===== config.mk =====
export PLATFORM = sky130hd
export DESIGN_NAME = ring_decoder_flat
export DESIGN_NICKNAME = d
export VERILOG_FILES = /design/src/rtl/ring_decoder_if.sv /design/src/rtl/ring_decoder.sv /design/src/flat_wrapper.sv
export SDC_FILE = /design/constraint.sdc
export NUM_CORES = 1
export LEC_CHECK = 0
export CORE_MARGIN = 8
export CORE_UTILIZATION = 23
export DETAILED_ROUTE_END_ITERATION = 10
export PLACE_DENSITY_LB_ADDON = 0.25
export RECOVER_POWER = 25
export SLEW_MARGIN = 10
export SYNTH_ARGS = -nofsm -noshare
export SYNTH_HDL_FRONTEND = slang
export SYNTH_SLANG_ARGS = --single-unit

===== constraint.sdc =====
create_clock -name clk -period 2.4 [get_ports clk]
set_clock_uncertainty 0.2 [all_clocks]
set_input_delay 0.48 -clock clk [delete_from_list [all_inputs] [get_ports clk]]
set_output_delay 0.48 -clock clk [all_outputs]
set_load 0.02 [all_outputs]

===== src/rtl/ring_decoder_if.sv =====
// ============================================================================
// Module      : ring_decoder_if
// Description : Sample/status bundle between a ring-code source and ring_decoder.
// Revision    : 1.0 - initial release
// ============================================================================
`default_nettype none

interface ring_decoder_if #(
    parameter int WIDTH = 4
) ();
    localparam int IW = $clog2(WIDTH);

    logic             in_valid;
    logic [WIDTH-1:0] ring_in;
    logic             clr_err;
    logic [IW-1:0]    idx;
    logic             idx_valid;
    logic             locked;
    logic             code_err;
    logic             step_err;
    logic             wrap;
    logic [15:0]      rev_count;
    logic             err_sticky;

    modport master (
        output in_valid, ring_in, clr_err,
        input  idx, idx_valid, locked, code_err, step_err, wrap, rev_count, err_sticky
    );

    modport slave (
        input  in_valid, ring_in, clr_err,
        output idx, idx_valid, locked, code_err, step_err, wrap, rev_count, err_sticky
    );
endinterface

`default_nettype wire


===== src/rtl/ring_decoder.sv =====
// ============================================================================
// Module      : ring_decoder
// Description : One-hot ring code to binary index, with lock tracking,
//               revolution counting and error reporting.
// Revision    : 1.0 - initial release
// ============================================================================
`default_nettype none

module ring_decoder #(
    parameter int WIDTH      = 4,
    parameter int LOCK_COUNT = 2
) (
    input  wire logic     clk,
    input  wire logic     rst,
    ring_decoder_if.slave bus
);
    localparam int IW = $clog2(WIDTH);

    typedef enum logic [1:0] {
        UNLOCKED = 2'd0,
        ACQUIRE  = 2'd1,
        LOCKED   = 2'd2
    } state_t;

    state_t           state, state_nxt;
    logic [WIDTH-1:0] prev, prev_nxt;
    logic [3:0]       good_cnt, good_cnt_nxt;
    logic [IW-1:0]    idx, idx_nxt;
    logic             idx_valid, idx_valid_nxt;
    logic             code_err, code_err_nxt;
    logic             step_err, step_err_nxt;
    logic             wrap, wrap_nxt;
    logic [15:0]      rev_count, rev_count_nxt;
    logic             err_sticky, err_sticky_nxt;

    logic             is_onehot;
    logic [IW-1:0]    code_pos;
    logic [WIDTH-1:0] exp_code;
    logic [3:0]       good_inc;

    always_ff @(posedge clk) begin
        if (rst) begin
            state      <= UNLOCKED;
            prev       <= '0;
            good_cnt   <= '0;
            idx        <= '0;
            idx_valid  <= 1'b0;
            code_err   <= 1'b0;
            step_err   <= 1'b0;
            wrap       <= 1'b0;
            rev_count  <= '0;
            err_sticky <= 1'b0;
        end else begin
            state      <= state_nxt;
            prev       <= prev_nxt;
            good_cnt   <= good_cnt_nxt;
            idx        <= idx_nxt;
            idx_valid  <= idx_valid_nxt;
            code_err   <= code_err_nxt;
            step_err   <= step_err_nxt;
            wrap       <= wrap_nxt;
            rev_count  <= rev_count_nxt;
            err_sticky <= err_sticky_nxt;
        end
    end

    always_comb begin
        // x & (x-1) clears the lowest set bit, so zero result means at most one bit
        is_onehot = (bus.ring_in != '0) &&
                    ((bus.ring_in & (bus.ring_in - WIDTH'(1))) == '0);
        code_pos  = '0;
        for (int i = 0; i < WIDTH; i++) begin
            if (bus.ring_in[i]) code_pos = IW'(i);
        end
        exp_code = {prev[0], prev[WIDTH-1:1]};
        good_inc = good_cnt + 4'd1;

        state_nxt     = state;
        prev_nxt      = prev;
        good_cnt_nxt  = good_cnt;
        idx_nxt       = idx;
        idx_valid_nxt = 1'b0;
        code_err_nxt  = 1'b0;
        step_err_nxt  = 1'b0;
        wrap_nxt      = 1'b0;
        rev_count_nxt = rev_count;

        if (bus.in_valid) begin
            if (!is_onehot) begin
                code_err_nxt = 1'b1;
                state_nxt    = UNLOCKED;
                good_cnt_nxt = '0;
            end else begin
                idx_nxt       = code_pos;
                idx_valid_nxt = 1'b1;
                prev_nxt      = bus.ring_in;
                case (state)
                    UNLOCKED: begin
                        good_cnt_nxt = '0;
                        state_nxt    = ACQUIRE;
                    end
                    ACQUIRE: begin
                        if (bus.ring_in == exp_code) begin
                            good_cnt_nxt = good_inc;
                            if (good_inc == 4'(LOCK_COUNT)) state_nxt = LOCKED;
                        end else begin
                            good_cnt_nxt = '0;
                        end
                    end
                    LOCKED: begin
                        if (bus.ring_in == exp_code) begin
                            if (bus.ring_in[0]) begin
                                wrap_nxt      = 1'b1;
                                rev_count_nxt = rev_count + 16'd1;
                            end
                        end else begin
                            step_err_nxt = 1'b1;
                            good_cnt_nxt = '0;
                            state_nxt    = ACQUIRE;
                        end
                    end
                    default: begin
                        state_nxt    = UNLOCKED;
                        good_cnt_nxt = '0;
                    end
                endcase
            end
        end

        // a fresh error in the clearing cycle keeps the flag set
        err_sticky_nxt = (err_sticky & ~bus.clr_err) | code_err_nxt | step_err_nxt;
    end

    assign bus.idx        = idx;
    assign bus.idx_valid  = idx_valid;
    assign bus.locked     = (state == LOCKED);
    assign bus.code_err   = code_err;
    assign bus.step_err   = step_err;
    assign bus.wrap       = wrap;
    assign bus.rev_count  = rev_count;
    assign bus.err_sticky = err_sticky;
endmodule

`default_nettype wire


===== src/flat_wrapper.sv =====
// flat-port wrapper written by rule: the top's interface ports become plain ports
module ring_decoder_flat 
#(
    parameter int WIDTH      = 4,
    parameter int LOCK_COUNT = 2
)
  (clk, rst, bus_in_valid, bus_ring_in, bus_clr_err, bus_idx, bus_idx_valid, bus_locked, bus_code_err, bus_step_err, bus_wrap, bus_rev_count, bus_err_sticky);
  ring_decoder_if #(.WIDTH(WIDTH)) bus_i ();
  input  wire logic clk;
  input  wire logic rst;
  input wire logic [$bits(bus_i.in_valid)-1:0] bus_in_valid;
  input wire logic [$bits(bus_i.ring_in)-1:0] bus_ring_in;
  input wire logic [$bits(bus_i.clr_err)-1:0] bus_clr_err;
  output wire logic [$bits(bus_i.idx)-1:0] bus_idx;
  output wire logic [$bits(bus_i.idx_valid)-1:0] bus_idx_valid;
  output wire logic [$bits(bus_i.locked)-1:0] bus_locked;
  output wire logic [$bits(bus_i.code_err)-1:0] bus_code_err;
  output wire logic [$bits(bus_i.step_err)-1:0] bus_step_err;
  output wire logic [$bits(bus_i.wrap)-1:0] bus_wrap;
  output wire logic [$bits(bus_i.rev_count)-1:0] bus_rev_count;
  output wire logic [$bits(bus_i.err_sticky)-1:0] bus_err_sticky;
  assign bus_i.in_valid = bus_in_valid;
  assign bus_i.ring_in = bus_ring_in;
  assign bus_i.clr_err = bus_clr_err;
  assign bus_idx = bus_i.idx;
  assign bus_idx_valid = bus_i.idx_valid;
  assign bus_locked = bus_i.locked;
  assign bus_code_err = bus_i.code_err;
  assign bus_step_err = bus_i.step_err;
  assign bus_wrap = bus_i.wrap;
  assign bus_rev_count = bus_i.rev_count;
  assign bus_err_sticky = bus_i.err_sticky;
  ring_decoder #(.WIDTH(WIDTH), .LOCK_COUNT(LOCK_COUNT)) u_core (.clk(clk), .rst(rst), .bus(bus_i));
endmodule

==> results of run 1 <==
worst paths after layout:
check                      start                 endpoint  slack, ns  cells after the start
setup / recovery  bus_ring_in[3]  u_core.bus.rev_count[2]       0.06                      9
hold / removal    u_core.prev[2]           u_core.prev[2]       0.29                      2
setup reg to reg  u_core.prev[1]  u_core.bus.rev_count[2]       0.13                      7
hold reg to reg   u_core.prev[2]           u_core.prev[2]       0.29                      2
cell type report:
class | instances | area, µm²
Clock buffer | 6 | 72.6
Fill cell | 786 | 4710
Multi-Input combinational cell | 147 | 1000
Tap cell | 99 | 124
Clock inverter | 2 | 10.0
Timing Repair Buffer | 60 | 534
Sequential cell | 33 | 661
Inverter | 7 | 26.3
state kept, by name (all words and copies together) (netlist names), 2 cells and up:
signal / cells
u_core.bus.rev_count: 16
u_core.good_cnt: 4
u_core.bus.idx: 2
u_core.state: 2
u_core.prev: 4
metrics by stage:
stage / instances / hold slack (ns) / worst slack, ns / power, mW / util [%]
finish: 354 / 0.291 / 0.0624 / 1.11 / 34.0
global route: 354 / 0.309 / 0.0196 / 1.16 / 34.0
CTS: 356 / 0.300 / -0.0123 / 1.13 / 34.3
detailed placement: 343 / 0.270 / -0.675 / 0.705 / 31.9
global placement: 343 / 0.265 / -0.617 / 0.705 / 31.9
floorplan: 198 / 0.250 / -0.0279 / 0.646 / -
logic make-up (layout without fill, tap and decap cells):
family	count (synthesis)	in the layout	synth area share, %
flip-flops	33	33	39.8
AO/OA/AOI/OAI	53	53	19.7
buffers and inverters	18	75	5.12
AND/OR/NAND/NOR	85	85	28.4
XOR/XNOR	6	6	4.74
adder cells (fa/ha/maj)	3	3	2.26
cell usage in the layout, fill, tap and decap left out, drive strengths merged, types with 5 or more instances in the layout:
master,n
nor4,5
or4,9
dlygate4sd3,5
inv,7
o31ai,10
nor2,10
a21oi,20
clkbuf,8
nand3,6
clkdlybuf4s50,21
dfxtp,33
nand2,23
nor3,7
o21ai,12
buf,31
xnor2,5
or3,5
critical path, stage by stage:
cell      delay (ns)
buf_6           0.09
buf_6           0.13
nor4b_4         0.22
a221oi_2        0.07
or4_4           0.60
buf_6           0.16
buf_6           0.12
or3_4           0.36
a21oi_2         0.13
power breakdown:
| group | total, mW | switching, mW | internal [mW] | leakage (nW) |
|---|---|---|---|---|
| registers | 0.565 | 0.00823 | 0.557 | 0.267 |
| clock network | 0.411 | 0.210 | 0.201 | 0.0450 |
| logic | 0.131 | 0.0691 | 0.0614 | 0.566 |
| total | 1.11 | 0.287 | 0.819 | 0.878 |
per-layer routing:
metal,global-route usage (%),vias up,wire (µm)
li1,-,845,-
met1,11.0,765,2170
met2,15.4,30,2160
met3,2.83,4,227
met4,3.09,0,43
met5,0,-,0
repair_timing:
action                                  in CTS  in global routing
resized for setup                           34                  8
hold buffers                                 0                  0
pin swaps                                   16                  5
buffers inserted                             5                  0
endpoints found under the setup margin      15                 13
==> impl_metrics.py, run 1 <==
metrics = {
    "cts": {
        "clock_path_buffers": 2,
        "cts_tree": "built",
        "h-tree-depth": 2,
        "insertion_delay_ns": 0.28,
        "root_buffer": "clkbuf_8",
        "cts.clk_slew.worst_paths_ns": 0.07,
        "cts_buffers": 5,
        "cts.sinks": 33,
    },
    "grt": {
        "grt_overflow": 0,
        "grt_first_pass_wirelength_um": 7580,
        "grt_max_degree": 16,
        "grt_pass1_vias": 1621,
        "antenna_found_initial": 0,
        "grt_use_total_pct": 9.26,
    },
    "worst_setup_path": {
        "cp.required_ns": 2.42,
        "critPathMaxFanout": 7,
        "startpoint_type": "input pin",
        "critPathArrivalTime_ns": 2.36,
        "cp-end-kind": "register",
        "crit_type": "input pin to register",
    },
    "cells_and_area": {
        "nets": 265,
        "layout-drive-gt1-share_pct": 22.0,
        "diodes": 0,
        "area_delta_synth_final_pct": 46.2,
        "stdcell_area_um2": 2430,
    },
    "floorplanning": {
        "rows": 31,
        "start_util_pct": 23.3,
        "die_y_um": 101,
        "die_w_um": 101,
        "design.core.area_um2": 7140,
        "io_pins": 32,
        "die_area_um2": 10200,
    },
    "routing": {
        "ant_nets": 0,
        "wl_um": 4610,
        "drc": 0,
        "wl_per_cell_um": 13.0,
        "drt_iter0_markers": 83,
        "firstDrtPassIters": 4,
        "routed-via-count": 1644,
        "vias_per_cell": 4.64,
    },
    "place": {
        "dpl.hpwl_um": 3320,
        "place.gp.congestion": 0.786,
        "placed_area_um2": 2270,
        "io_buffers": 31,
    },
    "synth": {
        "netlist_area_um2": 1660,
        "synth_cell_types": 44,
        "synth-seq-area-share_pct": 39.8,
        "synth.area.top_cells": "dfxtp_1 (40%), a21oi_1 (6.0%), nand2_1 (5.2%)",
        "syn_avg_cell_area_um2": 8.39,
        "ys.warnings.count": 0,
        "synth_cells": 198,
        "synth_commonest_cells": "dfxtp_1 (33), nand2_1 (23), a21oi_1 (20)",
        "synth_most_common_cell": "dfxtp_1",
        "synth-async-reset-ratio_pct": 0,
        "ys_ff_latch": 33,
        "synthFlopType": "dfxtp_1",
        "synth_edf_count": 0,
        "syn_nets": 209,
        "synth.top_cell.area_share_pct": 39.8,
        "synth_top_area_cell": "dfxtp_1",
    },
    "power": {
        "vdd_ir_drop_max_mv": 0.228,
        "power.density_nw_per_um2": 455,
        "leakagePower_nw": 0.878,
    },
    "sta": {
        "finalSetupTns_ns": 0,
        "rsz0062_at_grt": "false",
        "slew_headroom_pct": 71.3,
        "hold_violations": 0,
        "fin_crit_sh_pct": 97.4,
        "finalSetupViolations": 0,
        "tightest_slew_ns": 0.429,
        "fin_crit_ns": 2.34,
        "slew_violations": 0,
        "max_freq_ghz": 0.428,
    },
    "run": {
        "max_cap_violations": 0,
    },
    "status": {
        "outcome": "completed",
    },
    "hold_path": {
        "hp-class": "register to register",
    },
}
(Power assumes the default switching activity.)
==> inputs of run 2 (changes only) <==
Settings changed: SLEW_MARGIN 10 to 40.
==> results of run 2 <==
Same layout as run 1: the final DEF is identical, and so are final timing and power.
==> inputs of run 3 (changes only) <==
Settings changed: CORE_MARGIN 8 to 5, SETUP_SLACK_MARGIN from default to 0.02.
==> run 3 against run 2 <==
  * Cell area decreased by 2.3%
  * Combinational power about the same
  * Critical path depth decreased by 2
  * Global-route usage increased by 0.99 points
  * Register-to-register slack got worse by 0.03 ns
  * First-iteration DRC count decreased by 17%
==> impl_metrics.py, run 3 (synthesis results as in run 1) <==
metrics = {
    "place": {
        "place.gp.congestion": 0.791,
        "placed_area_um2": 2260,
        "io_buffers": 31,
        "dpl.hpwl_um": 3180,
    },
    "worst_setup_path": {
        "critPathMostFrequentCell": "or4_4",
        "startpoint": "bus_ring_in[1]",
        "critPathArrivalTime_ns": 2.35,
        "cp-end-kind": "register",
        "slowest_stage": "or4_4",
        "critPathMaxFanout": 6,
        "worstReg2RegStart": "u_core.prev[1]",
        "worstPathCellList": "buf_2 > xnor2_2 > nand4_4 > or4_4 > buf_6 > or4_4 > a21oi_2",
        "startpoint_type": "input pin",
        "crit_type": "input pin to register",
        "cp.required_ns": 2.42,
        "max_stage_delay_ns": 0.57,
    },
    "run": {
        "max_cap_violations": 0,
    },
    "sta": {
        "slew_violations": 0,
        "fin_crit_ns": 2.34,
        "finalSetupViolations": 0,
        "hold_violations": 0,
        "rsz0062_at_grt": "false",
        "tightest_slew_ns": 0.679,
        "max_freq_ghz": 0.428,
        "slew_headroom_pct": 54.6,
        "fin_crit_sh_pct": 97.3,
    },
    "hold_path": {
        "min_from": "u_core.bus.rev_count[15]",
        "hp-class": "register to register",
    },
    "cells_and_area": {
        "final_common_cell": "dfxtp_1",
        "top_regs": "u_core.bus.rev_count x16, u_core.good_cnt x4, u_core.prev x4",
        "layout-drive-gt1-share_pct": 20.2,
        "nets": 262,
        "largest_reg_flops": 16,
        "area_delta_synth_final_pct": 42.8,
        "stdcell_area_um2": 2370,
        "layout_common_cells": "dfxtp_1 (31), nand2_1 (23), buf_4 (21)",
        "largest_register": "u_core.bus.rev_count",
        "diodes": 0,
    },
    "cts": {
        "postCtsHoldBufs": 0,
        "cts_buffers": 5,
        "insertion_delay_ns": 0.28,
        "root_buffer": "clkbuf_8",
        "cts.sinks": 33,
        "h-tree-depth": 2,
        "clock_path_buffers": 2,
        "cts_tree": "built",
        "cts.clk_slew.worst_paths_ns": 0.07,
    },
    "power": {
        "vdd_ir_drop_max_mv": 0.166,
        "finalPower_mw": 1.09,
        "leakagePower_nw": 0.858,
        "power.density_nw_per_um2": 461,
    },
    "grt": {
        "grt_overflow": 0,
        "grt_first_pass_wirelength_um": 7300,
        "grt_max_degree": 17,
        "antenna_found_initial": 0,
        "grt_pass1_vias": 1571,
        "grt_use_total_pct": 10.3,
    },
    "floorplanning": {
        "design.core.area_um2": 7140,
        "die_w_um": 95.0,
        "io_pins": 32,
        "start_util_pct": 23.3,
        "die_y_um": 95.0,
        "rows": 31,
        "die_area_um2": 9020,
    },
    "routing": {
        "firstDrtPassIters": 4,
        "wl_um": 4400,
        "drt_iter0_markers": 69,
        "drc": 0,
        "vias_per_cell": 4.68,
        "wl_per_cell_um": 12.5,
        "ant_nets": 0,
        "routed-via-count": 1641,
    },
    "status": {
        "outcome": "completed",
    },
}
run 3: what timing repair did:
| action | in CTS | in global routing |
|---|---|---|
| hold endpoints to repair | 0 | 0 |
| gates cloned | 2 | 0 |
| setup buffers | 1 | 0 |
| setup endpoints to repair | 20 | 11 |
| resized for setup | 18 | 12 |
| pin swaps | 8 | 8 |
run 3: through the flow:
step                std cells  utilization, %  setup TNS (ns)  setup WS (ns)  hold WS, ns
floorplan                 198               -        -0.00333       -0.00166        0.250
global placement          341            31.6          -11.30         -0.611        0.263
detailed placement        341            31.6          -11.84         -0.650        0.263
CTS                       352            33.6               0         0.0222        0.295
global route              351            33.3               0         0.0216        0.322
finish                    351            33.3               0         0.0639        0.294
run 3: final cells by class:
class	instances	area, µm²
fill	778	4760
multi-input combinational	147	991
sequential	33	663
timing repair buffer	57	487
tap	99	124
clock buffer	6	72.6
inverter	7	26.3
clock inverter	2	10.0
run 3: path summary, 6_finish.rpt:
path | endpoint | slack [ns] | cells past startpoint
worst max-delay path | u_core.bus.rev_count[15] | 0.06 | 7
worst min-delay path | u_core.bus.rev_count[15] | 0.29 | 2
worst max register to register | u_core.bus.rev_count[15] | 0.10 | 6
worst min register to register | u_core.bus.rev_count[15] | 0.29 | 2
run 3: power by group:
group	internal [mW]	total, mW	switching [mW]
Combinational	0.0604	0.128	0.0674
Sequential	0.557	0.566	0.00870
Clock	0.201	0.400	0.199
run 3: critical path, delay by kind of cell:
family                 cells  cell delay (ns)
buffers and inverters      2             0.30
XOR/XNOR                   1             0.24
AND/OR/NAND/NOR            3             1.20
AO/OA/AOI/OAI              1             0.14
run 3: layer usage:
metal / share of wire, % / track usage (%) / routed length [µm]
met2: 48 / 17.4 / 2130
met4: 0.70 / 3.25 / 31
met3: 4.6 / 2.95 / 203
met5: 0 / 0 / 0
met1: 46 / 12.5 / 2040
